**config.mk**
```make
export PLATFORM = sky130hd
export DESIGN_NAME = mem32_word_reader
export DESIGN_NICKNAME = d
export VERILOG_FILES = /design/src/rtl/mem32_word_reader.sv
export SDC_FILE = /design/constraint.sdc
export NUM_CORES = 1
export LEC_CHECK = 0
export CAP_MARGIN = 20
export CORE_ASPECT_RATIO = 1.1
export CORE_MARGIN = 4
export CORE_UTILIZATION = 51
export CTS_BUF_LIST = sky130_fd_sc_hd__clkbuf_16
export DETAILED_ROUTE_END_ITERATION = 8
export MAX_ROUTING_LAYER = met4
export PLACE_DENSITY = 0.77
export SYNTH_ARGS = -nofsm -noshare
export SYNTH_HDL_FRONTEND = slang
export SYNTH_SLANG_ARGS = --single-unit
```
**constraint.sdc**
```tcl
create_clock -name clk -period 1.9 [get_ports clk]
set_input_delay 0.19 -clock clk [delete_from_list [all_inputs] [get_ports clk]]
set_output_delay 0.19 -clock clk [all_outputs]
set_load 0.01 [all_outputs]
```
**src/rtl/mem32_word_reader.sv**
```systemverilog
// Reads a 32-bit word from the byte-serial memory as four byte reads and
// returns it on a valid/ready response port, aborting if the memory stays busy too long.
module mem32_word_reader #(
    parameter int ADDR_W     = 4,
    parameter int TIMEOUT    = 15,
    parameter int BIG_ENDIAN = 1
) (
    input  logic              clk,
    input  logic              rst,
    input  logic              req_valid,
    output logic              req_ready,
    input  logic [ADDR_W-1:0] req_addr,
    output logic              mem_rd,
    output logic [ADDR_W-1:0] mem_addr,
    input  logic [7:0]        mem_dout,
    input  logic              mem_busy,
    output logic              rsp_valid,
    input  logic              rsp_ready,
    output logic [31:0]       rsp_data,
    output logic              rsp_err
);

    // state     | meaning
    // S_IDLE    | waiting for a request, req_ready high
    // S_ISSUE   | strobing the read for byte idx unless the memory is busy
    // S_CAPTURE | memory returns byte idx this cycle, write it into its lane
    // S_RESP    | word (or timeout error) presented until rsp_ready
    typedef enum logic [1:0] {
        S_IDLE,
        S_ISSUE,
        S_CAPTURE,
        S_RESP
    } state_t;

    localparam logic [7:0] TIMEOUT_CNT = 8'(TIMEOUT);

    state_t              state_q, state_d;
    logic [1:0]          idx_q, idx_d;
    logic [7:0]          wait_q, wait_d;
    logic [ADDR_W-1:0]   base_q, base_d;
    logic [31:0]         data_q, data_d;
    logic [31:0]         rsp_data_q, rsp_data_d;
    logic                rsp_err_q, rsp_err_d;

    logic [1:0]          lane;
    logic [31:0]         data_ins;

    always_ff @(posedge clk or negedge rst) begin
        if (!rst) begin
            state_q    <= S_IDLE;
            idx_q      <= 2'd0;
            wait_q     <= 8'd0;
            base_q     <= '0;
            data_q     <= 32'd0;
            rsp_data_q <= 32'd0;
            rsp_err_q  <= 1'b0;
        end else begin
            state_q    <= state_d;
            idx_q      <= idx_d;
            wait_q     <= wait_d;
            base_q     <= base_d;
            data_q     <= data_d;
            rsp_data_q <= rsp_data_d;
            rsp_err_q  <= rsp_err_d;
        end
    end

    always_comb begin
        state_d    = state_q;
        idx_d      = idx_q;
        wait_d     = wait_q;
        base_d     = base_q;
        data_d     = data_q;
        rsp_data_d = rsp_data_q;
        rsp_err_d  = rsp_err_q;

        lane     = (BIG_ENDIAN != 0) ? (2'd3 - idx_q) : idx_q;
        data_ins = data_q;
        data_ins[{lane, 3'b000} +: 8] = mem_dout;

        case (state_q)
            S_IDLE: begin
                if (req_valid) begin
                    base_d    = req_addr;
                    idx_d     = 2'd0;
                    wait_d    = 8'd0;
                    data_d    = 32'd0;
                    rsp_err_d = 1'b0;
                    state_d   = S_ISSUE;
                end
            end
            S_ISSUE: begin
                if (mem_busy) begin
                    wait_d = wait_q + 8'd1;
                    // Abort on the busy cycle that brings the count to TIMEOUT
                    if (wait_q + 8'd1 == TIMEOUT_CNT) begin
                        rsp_err_d  = 1'b1;
                        rsp_data_d = 32'd0;
                        state_d    = S_RESP;
                    end
                end else begin
                    state_d = S_CAPTURE;
                end
            end
            S_CAPTURE: begin
                data_d = data_ins;
                wait_d = 8'd0;
                if (idx_q == 2'd3) begin
                    rsp_data_d = data_ins;
                    state_d    = S_RESP;
                end else begin
                    idx_d   = idx_q + 2'd1;
                    state_d = S_ISSUE;
                end
            end
            S_RESP: begin
                if (rsp_ready) begin
                    state_d = S_IDLE;
                end
            end
            default: state_d = S_IDLE;
        endcase
    end

    // Gating with rst keeps req_ready low while reset is asserted
    assign req_ready = (state_q == S_IDLE) && rst;
    assign mem_rd    = (state_q == S_ISSUE) && !mem_busy;
    assign mem_addr  = base_q + ADDR_W'(idx_q);
    assign rsp_valid = (state_q == S_RESP);
    assign rsp_data  = rsp_data_q;
    assign rsp_err   = rsp_err_q;

endmodule

```
Yosys cells after proc, flatten, opt, wreduce, memory -nomap -nowiden. Index checks and enable logic that the tools add are counted.

Register bits: 81. Input port bits: 17. Output and inout bits: 40. Logic and storage cells: 64.

Add/subtract/negate cells: 5. Equality and inequality tests: 12. Shift operators: 2. Mux-type cells: 23. Reductions and logical operators: 15.

Operators by type and width (number): 2-to-1 mux 32 bit (4); case mux 32 bit (2 select lines) (2); bitwise mux 32 bit (1); variable shift 8 x 7 -> 32 bit, first input constant (1); variable part select 8 x 7 -> 32 bit (1); case mux 8 bit (3 select lines) (1); 2-to-1 mux 8 bit (2); 2-to-1 mux 2 bit (7); != test 2 bit, second input constant (5); AND reduction 3 bit (3); adder 8 x 1 -> 8 bit, second input constant (1); equality test 8 x 4 -> 1 bit, second input constant (1); case mux 2 bit (4 select lines) (1); AND reduction 4 bit (2); negation 5 -> 7 bit (1); equality test 2 bit, second input constant (3); nonzero test 2 bit (3); adder 4 x 2 -> 4 bit (1); case mux 2 bit (2 select lines) (1); AND reduction 2 bit (2); 2-to-1 mux 1 bit (3); != test 3 bit, second input constant (1); nonzero test 3 bit (1); adder 2 x 1 -> 2 bit, second input constant (1); 7 further kinds (8).

Longest topological paths before layout.
Depth in word-level cells: 6. Mapped depth: 8. Depth with buffers taken out: 6.

Worst setup path after synthesis. No wires, ideal clock.

Path type: register to register. Start: reg idx_q[0]. End: reg rsp_data_q[24] (netlist: rsp_data[24]). Library setup time: 0.069 ns. Arrival time: 1.779 ns. Required time: 1.831 ns. Path slack: 0.052 ns. Stages on the path, launching flop included: 7. Path buffers: 0. Clock period less this slack: 1.848 ns. Cell sequence: dfrtp_1 -> inv_1 -> ha_1 -> nor4b_4 -> a21oi_1 -> o31a_1 -> nand3_1.

Word-level cells in the longest chain between the ends: 6. Elaborated cells on any way between the ends: 10. Those cells by class: add/sub: 2; eq/ne: 2; shift: 2; mux: 3; reduce/logical: 1.

RTL lines: start, declared (line 38) `logic [1:0] idx_q, idx_d;`; start signal, assigned (line 59) `idx_q <= idx_d;`; subtractor 2 bit (line 77) `lane = (BIG_ENDIAN != 0) ? (2'd3 - idx_q) : idx_q;`; negation 5 -> 7 bit (line 79) `data_ins[{lane, 3'b000} +: 8] = mem_dout;`; variable part select 8 x 7 -> 32 bit or variable shift 8 x 7 -> 32 bit (tied branches) (line 79); bitwise mux 32 bit (line 79); 2-to-1 mux 32 bit (line 108) `if (idx_q == 2'd3) begin`; case mux 32 bit (2 select lines) (line 81) `case (state_q)`; end signal, assigned (line 63) `rsp_data_q <= rsp_data_d;`; end, declared (line 42) `logic [31:0] rsp_data_q, rsp_data_d;`.

Parallel ways exist; a longest one is shown, timed or not. The select of a mux whose other input is x is not followed. A chain may end at the register's enable or synchronous reset.

Final worst setup path.
Start: reg idx_q[0]. End: out mem_addr[1].

Word-level cells in the longest chain between the ends: 1.

RTL lines: adder 4 x 2 -> 4 bit (line 128) `assign mem_addr = base_q + ADDR_W'(idx_q);`; end, declared (line 14) `output logic [ADDR_W-1:0] mem_addr,`.

No other way between the ends.

==> impl_metrics.env <==
export IMPL_powerDensity_nw_per_um2=1500
export IMPL_num_nets_final=599
export IMPL_antenna_found_initial=0
export IMPL_antenna_left=0
export IMPL_min_period_over_period=0.993
export IMPL_seq_power_share=0.295
export IMPL_finalInstanceArea_um2=5870
export IMPL_regArea_um2=2030
export IMPL_synth_warnings=0
export IMPL_hold_depth=2
export IMPL_rr_endpoint="rsp_data[29]"
export IMPL_cts_made_buffers=9
export IMPL_grt_max_degree=82
export IMPL_num_rows=36
export IMPL_clk_pin_slew_ns=0.06
export IMPL_first_pass_iters=5
export IMPL_dr_first_iter_drc_count=411
export IMPL_drt_wirelength_per_cell_um=19.6
export IMPL_syn_num_nets=540
export IMPL_wl_mm=13.6
export IMPL_internal_power_mw=5.30
export IMPL_critPathLaunchType="register"
export IMPL_p_total_mw=8.83
export IMPL_grt_usage=0.265
export IMPL_period_needed_ns=1.89
export IMPL_holdCritPathClass="primary input to register"
export IMPL_yosysSeqAreaShare=0.430
export IMPL_crit_path_end_kind="output port"
export IMPL_worstPathMaxFanout=4
export IMPL_clock_latency_ns=0.34
export IMPL_fmax_mhz=530
export IMPL_die_area_um2=10900
export IMPL_critPathCapture="mem_addr[1]"
export IMPL_die_width_um=99.7
export IMPL_leakage_nw=2.43
export IMPL_swShare=0.400
export IMPL_grt_pass1_wl_mm=22.1
export IMPL_netlist_area_um2=4720
export IMPL_comb_power_share=0.509
export IMPL_peakVddDrop_mv=1.15
export IMPL_start_util=0.526
export IMPL_avgViaCountPerCell=6.48
export IMPL_htreeDepth=3
export IMPL_syn2layout_area_growth_pct=24.5
export IMPL_final_cell_mix="dfrtp_1 (77), nand4_1 (51), clkdlybuf4s50_1 (51)"
export IMPL_n_fill_cell=732
export IMPL_ys_seq_elements=81
export IMPL_required_ns=1.71
export IMPL_multi_input_comb_area_um2=2510
export IMPL_final_layout_size_suffix_gt1_frac=0.161
export IMPL_syn_area_per_cell_um2=9.19
export IMPL_setup_viol=0
export IMPL_p_clk_frac=0.196
export IMPL_power_switching_mw=3.53
export IMPL_cts_root_buf="clkbuf_16"
export IMPL_cts_tree="done"
export IMPL_reg2reg_depth=7
export IMPL_syn_inst=513
export IMPL_dpl_cell_area_um2=5440
export IMPL_n_antenna_cell=0
export IMPL_finalHoldViolCount=0
export IMPL_maxCapViolations=0
export IMPL_synth_edf_count=0
export IMPL_clockBufferDepth=2
export IMPL_min_from="rsp_ready"
export IMPL_fin_util=0.655
export IMPL_finalClockSkew_ns=0.00525
export IMPL_synth_ff_type="dfrtp_1"
export IMPL_maxSlewHeadroom=0.695
export IMPL_io_pins=57
export IMPL_startpoint="idx_q[0]"
export IMPL_rrSetupSlack_ns=0.05
export IMPL_grt_pass1_vias=4326
export IMPL_cp_arrival_ns=1.70
export IMPL_io_buffer_count=56
export IMPL_synth_cell_types=50
export IMPL_async_flop_share=1.00
export IMPL_core_area_um2=8960
export IMPL_vias=4477
export IMPL_timing_rr_start="idx_q[0]"
export IMPL_tightest_slew_ns=0.457
export IMPL_clock_sinks=81
export IMPL_status="finished clean"
export IMPL_slew_violations=0
export IMPL_mostFrequentLayoutCell="dfrtp_1"
export IMPL_post_route_drc_count=0
export IMPL_gp_congestion=0.837
export IMPL_path_class="register to output port"
export IMPL_die_y_um=109
export IMPL_gr_total_overflow=0
export IMPL_hpwl_mm=8.44
[worst max-delay path, stage by stage (launching register included)]
cell,delay (ns)
dfrtp_1,0.42
ha_2,0.21
inv_1,0.05
fa_2,0.51
inv_1,0.03
buf_2,0.13
[routing by layer]
| metal | part of all wire | global-route usage | vias to the layer above |
|---|---|---|---|
| li1 | - | - | 2012 |
| met1 | 0.42 | 0.352 | 2236 |
| met2 | 0.48 | 0.413 | 197 |
| met3 | 0.072 | 0.0320 | 32 |
| met4 | 0.025 | 0.110 | 0 |
| met5 | 0 | - | - |
[synthesized netlist by cell type, types with 3 or more instances]
cell / count / area [µm²]
a21oi_1: 36 / 180
a32oi_1: 7 / 61.3
and2_1: 12 / 75.1
and3b_1: 3 / 26.3
buf_2: 23 / 115
buf_4: 3 / 22.5
buf_6: 3 / 33.8
clkbuf_1: 17 / 63.8
dfrtp_1: 81 / 2030
ha_1: 9 / 113
inv_1: 9 / 33.8
mux2_2: 5 / 56.3
nand2_1: 41 / 154
nand3_1: 34 / 170
nand3b_1: 33 / 248
nand4_1: 51 / 319
nor2_1: 5 / 18.8
nor2b_1: 33 / 206
nor3_1: 4 / 20.0
nor3_2: 3 / 30.0
o21ai_0: 42 / 210
o31a_1: 26 / 228
[stage by stage]
stage          setup WS [ns]  hold slack (ns)  setup TNS, ns  cells
3_3_place_gp         -0.0462            0.317        -0.0462    666
5_1_grt              -0.0160            0.473        -0.0172    691
3_5_place_dp         -0.0585            0.309         -0.410    666
4_1_cts             0.000501            0.441              0    687
6_report              0.0140            0.442              0    691
2_1_floorplan         0.0524           -0.106              0    513
[how the worst min path moves through the flow]
stage                   end
2_1_floorplan     base_q[0]
3_3_place_gp   rsp_data[25]
3_5_place_dp   rsp_data[26]
4_1_cts          state_q[0]
5_1_grt           base_q[2]
6_report         state_q[0]
[final cells by class]
class                   count  area share
multi-input cells         376       0.427
inverters                   9     0.00575
flip-flops and latches     81       0.346
clock inverters             7      0.0106
well taps                 114      0.0243
repair buffers             95       0.148
clock buffers               9      0.0383
[sequential cells by signal, indices dropped and copies added, names as in the netlist]
name,cells
rsp_err,1
data_q,32
idx_q,2
state_q,2
wait_q,8
rsp_data,32
base_q,4
[logic make-up after synthesis]
group	share of synthesized area
XOR/XNOR	0.00371
AND/OR/NAND/NOR	0.296
buffers and inverters	0.0578
multiplexers	0.0141
adder cells (fa/ha/maj)	0.0281
flip-flops	0.430
AO/OA/AOI/OAI	0.170
[power by group through the flow]
stage | Combinational (mW) | Sequential [mW] | Clock, mW
2_1_floorplan | 2.78 | 2.59 | 0
3_3_place_gp | 4.12 | 2.58 | 0
3_5_place_dp | 4.27 | 2.62 | 0
4_1_cts | 4.34 | 2.60 | 1.73
5_1_grt | 4.95 | 2.67 | 1.79
6_report | 4.50 | 2.60 | 1.73
[what timing repair did]
action / 4_1_cts / 5_1_grt
hold endpoints to repair: 81 / 0
cloned: 0 / 0
buffers inserted: 4 / 4
pin swaps: 1 / 3
setup endpoints to repair: 20 / 41
hold buffers: 1 / 0
resized for setup: 21 / 18
Note: power is estimated with default switching activity, not from simulation.
